### src/rtl/shared_bus_arbiter_if.sv
// Bundles the request, release and enable signals between the bus masters and the arbiter.
interface shared_bus_arbiter_if #(
   parameter int unsigned N = 4
);
   logic [N-1:0] req;
   logic [N-1:0] done;
   logic [N-1:0] grant;
   logic [N-1:0] drive_en;
   logic         bus_busy;
   logic         timeout;

   modport master (
      output req, done,
      input  grant, drive_en, bus_busy, timeout
   );

   modport slave (
      input  req, done,
      output grant, drive_en, bus_busy, timeout
   );
endinterface

### src/rtl/shared_bus_arbiter.sv
// Round-robin arbiter for the shared tristate bus: one-hot registered drive enables
// with a turnaround cycle before and after every tenure.
module shared_bus_arbiter #(
   parameter int unsigned N        = 4,
   parameter int unsigned HOLD_MAX = 8
) (
   input logic                  clk,
   input logic                  rst,
   shared_bus_arbiter_if.slave  bus
);

   localparam int unsigned OW = $clog2(N);
   localparam int unsigned CW = $clog2(HOLD_MAX + 1);

   typedef enum logic [1:0] {IDLE, GRANT, OWN, RELEASE} state_t;

   state_t          state, state_nxt;
   logic [OW-1:0]   owner, owner_nxt;
   logic [OW-1:0]   ptr, ptr_nxt;
   logic [CW-1:0]   cnt, cnt_nxt;
   logic [OW-1:0]   win, idx;
   logic            found;
   logic            at_limit;
   logic            timeout_nxt;
   logic [N-1:0]    owner_oh;
   logic [N-1:0]    grant_nxt, drive_en_nxt;
   logic            busy_nxt;

   // State and output registers; outputs are decoded from next state so they line up with it
   always_ff @(posedge clk) begin
      if (rst) begin
         state        <= IDLE;
         owner        <= '0;
         ptr          <= '0;
         cnt          <= '0;
         bus.grant    <= '0;
         bus.drive_en <= '0;
         bus.bus_busy <= 1'b0;
         bus.timeout  <= 1'b0;
      end else begin
         state        <= state_nxt;
         owner        <= owner_nxt;
         ptr          <= ptr_nxt;
         cnt          <= cnt_nxt;
         bus.grant    <= grant_nxt;
         bus.drive_en <= drive_en_nxt;
         bus.bus_busy <= busy_nxt;
         bus.timeout  <= timeout_nxt;
      end
   end

   // Next-state, winner selection and output decode
   always_comb begin
      state_nxt   = state;
      owner_nxt   = owner;
      ptr_nxt     = ptr;
      cnt_nxt     = cnt;
      timeout_nxt = 1'b0;
      found       = 1'b0;
      win         = owner;
      idx         = '0;
      at_limit    = (cnt == CW'(HOLD_MAX));

      unique case (state)
         IDLE: begin
            if (|bus.req) begin
               // Scan starting at ptr, wrapping mod N; first set bit wins
               for (int unsigned i = 0; i < N; i++) begin
                  idx = OW'((32'(ptr) + i) % N);
                  if (!found && bus.req[idx]) begin
                     found = 1'b1;
                     win   = idx;
                  end
               end
               owner_nxt = win;
               state_nxt = GRANT;
            end
         end
         GRANT: begin
            if (bus.req[owner]) begin
               state_nxt = OWN;
               cnt_nxt   = CW'(1);
            end else begin
               state_nxt = IDLE;
            end
         end
         OWN: begin
            if (bus.done[owner] || !bus.req[owner] || at_limit) begin
               state_nxt   = RELEASE;
               timeout_nxt = at_limit && !bus.done[owner] && bus.req[owner];
            end else begin
               cnt_nxt = cnt + CW'(1);
            end
         end
         RELEASE: begin
            ptr_nxt   = (owner == OW'(N - 1)) ? '0 : owner + OW'(1);
            cnt_nxt   = '0;
            state_nxt = IDLE;
         end
         default: state_nxt = IDLE;
      endcase

      owner_oh     = N'(1) << owner_nxt;
      grant_nxt    = (state_nxt == GRANT || state_nxt == OWN) ? owner_oh : '0;
      drive_en_nxt = (state_nxt == OWN) ? owner_oh : '0;
      busy_nxt     = (state_nxt != IDLE);
   end

endmodule

### src/flat_wrapper.sv
// flat-port wrapper written by rule: the top's interface ports become plain ports
module shared_bus_arbiter_flat 
#(
   parameter int unsigned N        = 4,
   parameter int unsigned HOLD_MAX = 8
)
  (clk, rst, bus_req, bus_done, bus_grant, bus_drive_en, bus_bus_busy, bus_timeout);
  shared_bus_arbiter_if #(.N(N)) bus_i ();
  input logic clk;
  input logic rst;
  input wire logic [$bits(bus_i.req)-1:0] bus_req;
  input wire logic [$bits(bus_i.done)-1:0] bus_done;
  output wire logic [$bits(bus_i.grant)-1:0] bus_grant;
  output wire logic [$bits(bus_i.drive_en)-1:0] bus_drive_en;
  output wire logic [$bits(bus_i.bus_busy)-1:0] bus_bus_busy;
  output wire logic [$bits(bus_i.timeout)-1:0] bus_timeout;
  assign bus_i.req = bus_req;
  assign bus_i.done = bus_done;
  assign bus_grant = bus_i.grant;
  assign bus_drive_en = bus_i.drive_en;
  assign bus_bus_busy = bus_i.bus_busy;
  assign bus_timeout = bus_i.timeout;
  shared_bus_arbiter #(.N(N), .HOLD_MAX(HOLD_MAX)) u_core (.clk(clk), .rst(rst), .bus(bus_i));
endmodule
### config.mk
export PLATFORM = sky130hd
export DESIGN_NAME = shared_bus_arbiter_flat
export DESIGN_NICKNAME = d
export VERILOG_FILES = /design/src/rtl/shared_bus_arbiter_if.sv /design/src/rtl/shared_bus_arbiter.sv /design/src/flat_wrapper.sv
export SDC_FILE = /design/constraint.sdc
export NUM_CORES = 1
export LEC_CHECK = 0
export CAP_MARGIN = 25
export CORE_MARGIN = 2
export CORE_UTILIZATION = 45
export CTS_CLUSTER_DIAMETER = 80
export DETAILED_ROUTE_END_ITERATION = 6
export GPL_ROUTABILITY_DRIVEN = 1
export PLACE_DENSITY = 0.69
export SLEW_MARGIN = 20
export SYNTH_ARGS = -nofsm -noshare
export SYNTH_HDL_FRONTEND = slang
export SYNTH_SLANG_ARGS = --single-unit
### constraint.sdc
create_clock -name clk -period 3.9 [get_ports clk]
set_input_delay 1.17 -clock clk [delete_from_list [all_inputs] [get_ports clk]]
set_output_delay 1.17 -clock clk [all_outputs]
set_load 0.02 [all_outputs]
# Word level (Yosys, flattened, before mapping)
# Cells that the tools add are included.
[op_classes] magnitude_cmp=5 n_reduce_logical=21 bitwise=4 mux=35 eq_ne=9 shifts=1 n_addsub=5
[op_table] op="two-way mux 2 bit" n=10
[op_table] op="less-than comparator 2 x 3 -> 1 bit, second input constant" n=5
[op_table] op="two-way mux 1 bit" n=15
[op_table] op="binary-select mux 1 bit (select 2 bit)" n=6
[op_table] op="case mux 4 bit (3 select lines)" n=1
[op_table] op="equality test 2 bit, second input constant" n=4
[op_table] op="two-way mux 4 bit" n=2
[op_table] op="case mux 2 bit (4 select lines)" n=1
[op_table] op="logical AND 1 bit" n=5
[op_table] op="zero test 1 bit" n=5
[op_table] op="adder 2 x 1 -> 2 bit, second input constant" n=2
[op_table] op="adder 2 bit, second input constant" n=2
[op_table] op="adder 4 x 1 -> 4 bit, second input constant" n=1
[op_table] op="equality test 2 x 1 -> 1 bit, second input constant" n=2
[op_table] op="equality test 4 bit, second input constant" n=1
[op_table] op="inverter 1 bit" n=4
[op_table] op="OR reduction 2 bit" n=2
[op_table] op="OR reduction 4 bit" n=1
[op_table] op="<< shifter 1 x 2 -> 4 bit, first input constant" n=1
[op_table] op="logical OR 1 bit" n=3
[op_table] op="AND reduction 3 bit" n=1
[op_table] op="nonzero test 3 bit" n=1
[op_table] op="OR reduction 3 bit" n=1
[op_table] op="zero test 2 bit" n=1
[op_table] op="3 further kinds" n=3
[totals] out_inout_bits=10 regBits=20 in_bits=10

# Depth between registers and ports, before layout
# Gate-level depths: netlist of run 1.
[logic_depth] ltp_word=21 depth_mapped=12 depth_no_buf=11

# Least setup slack after synthesis of run 1
# No wires, ideal clock.
[synth_path] kind="in2reg" startpoint="input port bus_req[0]" endpoint="register u_core.bus.grant[1]" stages=10 arrival_ns=2.928 slack_ns=0.855 t_required_ns=3.783 path_cell_list="buf_2 > mux4_2 > and3b_1 > buf_6 > nor2_1 > nor2_1 > ha_1 > nand2b_1 > nor3_1 > a32o_1"
[synth_between] elab_chain_len=21
[synth_lines] element="start: declaration" line="flat_wrapper.sv:11" rtl="input wire logic [$bits(bus_i.req)-1:0] bus_req;"
[synth_lines] element="binary-select mux 1 bit (select 2 bit)" line="shared_bus_arbiter.sv:70" rtl="if (!found && bus.req[idx]) begin"
[synth_lines] element="two-way mux 1 bit (not written as such)" line="shared_bus_arbiter.sv:70"
[synth_lines] element="two-way mux 1 bit" line="shared_bus_arbiter.sv:70"
[synth_lines] element="two-way mux 1 bit" line="shared_bus_arbiter.sv:66" rtl="if (|bus.req) begin"
[synth_lines] element="two-way mux 1 bit" line="shared_bus_arbiter.sv:64" rtl="unique case (state)"
[synth_lines] element="zero test 1 bit" line="shared_bus_arbiter.sv:70"
[synth_lines] element="logical AND 1 bit" line="shared_bus_arbiter.sv:70"
[synth_lines] element="two-way mux 1 bit" line="shared_bus_arbiter.sv:70"
[synth_lines] element="[... 5 more ...]"
[synth_lines] element="two-way mux 1 bit" line="shared_bus_arbiter.sv:66"
[synth_lines] element="two-way mux 1 bit" line="shared_bus_arbiter.sv:64"
[synth_lines] element="zero test 1 bit" line="shared_bus_arbiter.sv:70"
[synth_lines] element="logical AND 1 bit" line="shared_bus_arbiter.sv:70"
[synth_lines] element="two-way mux 2 bit" line="shared_bus_arbiter.sv:70"
[synth_lines] element="two-way mux 2 bit" line="shared_bus_arbiter.sv:66"
[synth_lines] element="two-way mux 2 bit" line="shared_bus_arbiter.sv:64"
[synth_lines] element="<< shifter 1 x 2 -> 4 bit" line="shared_bus_arbiter.sv:103" rtl="owner_oh = N'(1) << owner_nxt;"
[synth_lines] element="end signal: assignment" line="shared_bus_arbiter.sv:45" rtl="bus.grant <= grant_nxt;"
[synth_lines] element="end: declaration" line="shared_bus_arbiter_if.sv:19" rtl="output grant, drive_en, bus_busy, timeout"
# Parallel ways exist; a longest one is shown, timed or not. The select of a mux whose other input is x is not followed.
# A chain may end at the register's enable or synchronous reset.

# Worst setup path after layout of run 1
[layout_path] startpoint="input port bus_req[1]" endpoint="register u_core.bus.grant[1]"
# The elaborated chain is that of the path after synthesis.

==> metrics.md, run 1 <==
| Metric | Value |
|---|---|
| Status | finished, final reports clean |
| CP endpoint kind | register |
| Final Skew | 6.87 ps |
| Final hold vios | 0 |
| Endpoint arrival time on the critical path | around 3600 ps |
| Wire per inst | roughly 14 um |
| TritonCTS Buffers | 3 |
| Number of nets in the layout | 179 |
| Initial antenna violation count | 0 |
| Setup_tns | 0 ps |
| CTS resizes | 0 |
| CTS HTree Levels | 1 |
| Maximum clock path buffer count | 2 |
| Worst-path clk slew | about 110 ps |
| Crit-path max FO | 8 |
| P&R area growth vs syn | 17.4% |
| DR vias | about 1100 |
| WP data required | 4100 ps |
| Pwr dens | 364 nW/um2 |
| # IOs | 20 |
| Layout cell share with drive strength beyond 1 | 9.20% |
| # Max-Cap Violations | 0 |
| Starting Density | ~46% |
| Flop pwr share | 45.7% |
| P_int | between 300 and 400 uW |
| Vias in the first global route | roughly 1000 |
| Slew @ Worst Pin | between 600 and 700 ps |
| Peak VDD IR | 253 uV |
| HP Class | register to register |
| Yosys top cell area share | around a third |
| Syn Area/Cell | roughly 8.6 um2 |
| # fillers | 250 |
| Syn. warnings | 0 |
| # setup viols final | 0 |
| Total Routing Usage GR | 18.0% |
| GR Overflow Total | 0 |
| Clock network fraction of design power | roughly 22% |
| Psw | approximately 180 uW |
| Clock sink count | 20 |
| DRC | 0 |
| Largest net degree at the start of global routing | 18 |
| Routed Antenna Nets | 0 |
| Crit Path Class | primary input to register |
| Synth Flop Type | dfxtp_1 |
| DRT Pass-1 Iters | 4 |
| Largest cells by area after synthesis | dfxtp_1 (32%), nor2_1 (6.0%), ha_1 (5.0%) |
| FFs w/ async S/R, synth | 0% |
| Rel. slew slack | 57.4% |
| Synthesized instance count | 146 |
| Net count of the mapped netlist | ~160 |
| Hold Buf Count CTS | 0 |
| Min Hold Slack | roughly 520 ps |
| Die Wd | 56.8 um |
| Die Y | 56.8 um |
| Tmin final | 3360 ps |
| Leakage power | roughly 0.00056 uW |
| Yosys cell types | 45 |
| Netlist Area Pre-Place | around 1300 um2 |
| Sequential-to-total area share from yosys stat | approximately a third |
| Most frequent cells after synthesis | dfxtp_1 (20), nor2_1 (20), nor3_1 (12) |
| #FFs+latches synth | 20 |
| Final Routed Wirelength | roughly 2700 um |
| Post-CTS setup buffers | 0 |
| First-pass GRT wire length | 4560 um |
| Comb power frac | 32.0% |
| HPWL after DPL | 2000 um |
| Row count | 19 |
| Initial DRC Count | 84 |
| CTS tree | done |
| Max Clk Rate | 298 MHz |
| Max-slew violations | 0 |
| Yosys top cell by area | dfxtp_1 |
| RD Place Congestion | 0.855 |
| Worst setup SP type | primary input |
| Post-synth EDFFs | 0 |
| I/O Buffers | 19 |
| Diode count | 0 |
| Core Box Area | 2710 um2 |
| Sw frac | 33.4% |
| Clk_lat worst skew | 300 ps |
| Drt via density | 5.73 |
| Fin crit share | between 80 and 90% |
| Unrepaired setup endpoints after global routing | false |
| Root buffer cell | clkbuf_4 |
| Die footprint | 3220 um2 |
==> sequential cells by signal, indices dropped and copies added, names as in the netlist <==
register,cells
u_core.bus.bus_busy,1
u_core.bus.timeout,1
u_core.bus.drive_en,4
u_core.cnt,4
u_core.owner,2
u_core.state,2
u_core.bus.grant,4
u_core.ptr,2
==> per-stage QoR <==
step	power (uW)	utilization [%]	setup WS (ps)	cells	cell area, um2
3_3_place_gp	413	53.0	385	190	1440
2_1_floorplan	371	-	855	146	1250
5_1_grt	571	54.3	422	194	1470
4_1_cts	538	54.3	574	194	1470
6_report	536	54.3	544	194	1470
3_5_place_dp	418	53.0	297	190	1440
==> path summary, 6_finish.rpt <==
| kind | cells past startpoint | endpoint | start | slack [ps] |
|---|---|---|---|---|
| max | 9 | u_core.bus.grant[1] | bus_req[1] | 540 |
| min | 2 | u_core.cnt[0] | u_core.cnt[0] | 520 |
| max reg2reg | 8 | u_core.bus.grant[1] | u_core.owner[0] | 1180 |
| min reg2reg | 2 | u_core.cnt[0] | u_core.cnt[0] | 520 |
==> power groups by stage <==
stage                     Combinational [uW]  Sequential, uW  Clock [uW]
after floorplan                          123             248           0
after global placement                   164             249           0
after detailed placement                 169             250           0
after CTS                                171             245         122
after global routing                     188             249         134
final                                    171             245         119
==> worst max-delay path, stage by stage <==
cell	delay, ps
clkdlybuf4s50_1	530
mux4_2	560
and3b_1	290
nor2_1	140
nor2_1	90
ha_1	330
nand2b_1	160
nor3_1	70
a32o_1	210
==> layout by cell type (no fill, tap or decap), types with 2 or more instances in the layout <==
cell type        instances
a21oi_1                  8
and3_1                   3
clkdlybuf4s50_1         19
a32o_1                   2
buf_4                    3
o21a_1                   2
nand3b_1                 2
mux4_2                   2
o31ai_1                  3
inv_1                    4
nor2_1                  20
nand2_1                  9
o21ai_1                  2
and3b_1                  2
clkbuf_4                 3
nand3_2                  2
nor2b_1                  4
dfxtp_1                 20
o21ai_0                  2
ha_1                     5
xor2_1                   2
nor3_1                  12
nand2b_1                10
==> metal layers <==
metal	global-route usage, %	vias up	wire [um]
met5	0	-	0
met4	8.64	0	58
met3	2.76	8	148
met2	30.4	32	1310
met1	22.3	513	1210
li1	-	559	-
==> cells by family after synthesis <==
kind of cell	synth area share (%)
AND/OR/NAND/NOR	31.8
AO/OA/AOI/OAI	18.7
flip-flops	31.9
buffers and inverters	6.79
adder cells (fa/ha/maj)	4.99
multiplexers	4.39
XOR/XNOR	1.40
==> layout make-up <==
class	count	area [um2]	area share, %
inverter	4	15.0	1.02
timing repair buffer	22	213	14.5
multi-input combinational	113	768	52.2
clock buffer	4	36.3	2.47
sequential	20	400	27.2
tap	31	38.8	2.64
Power figures use the tool's default switching activity.
==> inputs of run 2 (changes only) <==
--- a/config.mk
+++ b/config.mk
@@ -11,6 +11,7 @@
 export CTS_CLUSTER_DIAMETER = 80
 export DETAILED_ROUTE_END_ITERATION = 6
 export GPL_ROUTABILITY_DRIVEN = 1
+export HOLD_SLACK_MARGIN = 0.12
 export PLACE_DENSITY = 0.69
 export SLEW_MARGIN = 20
 export SYNTH_ARGS = -nofsm -noshare
==> results of run 2 <==
Final layout, timing and power as in run 1 (identical DEF).
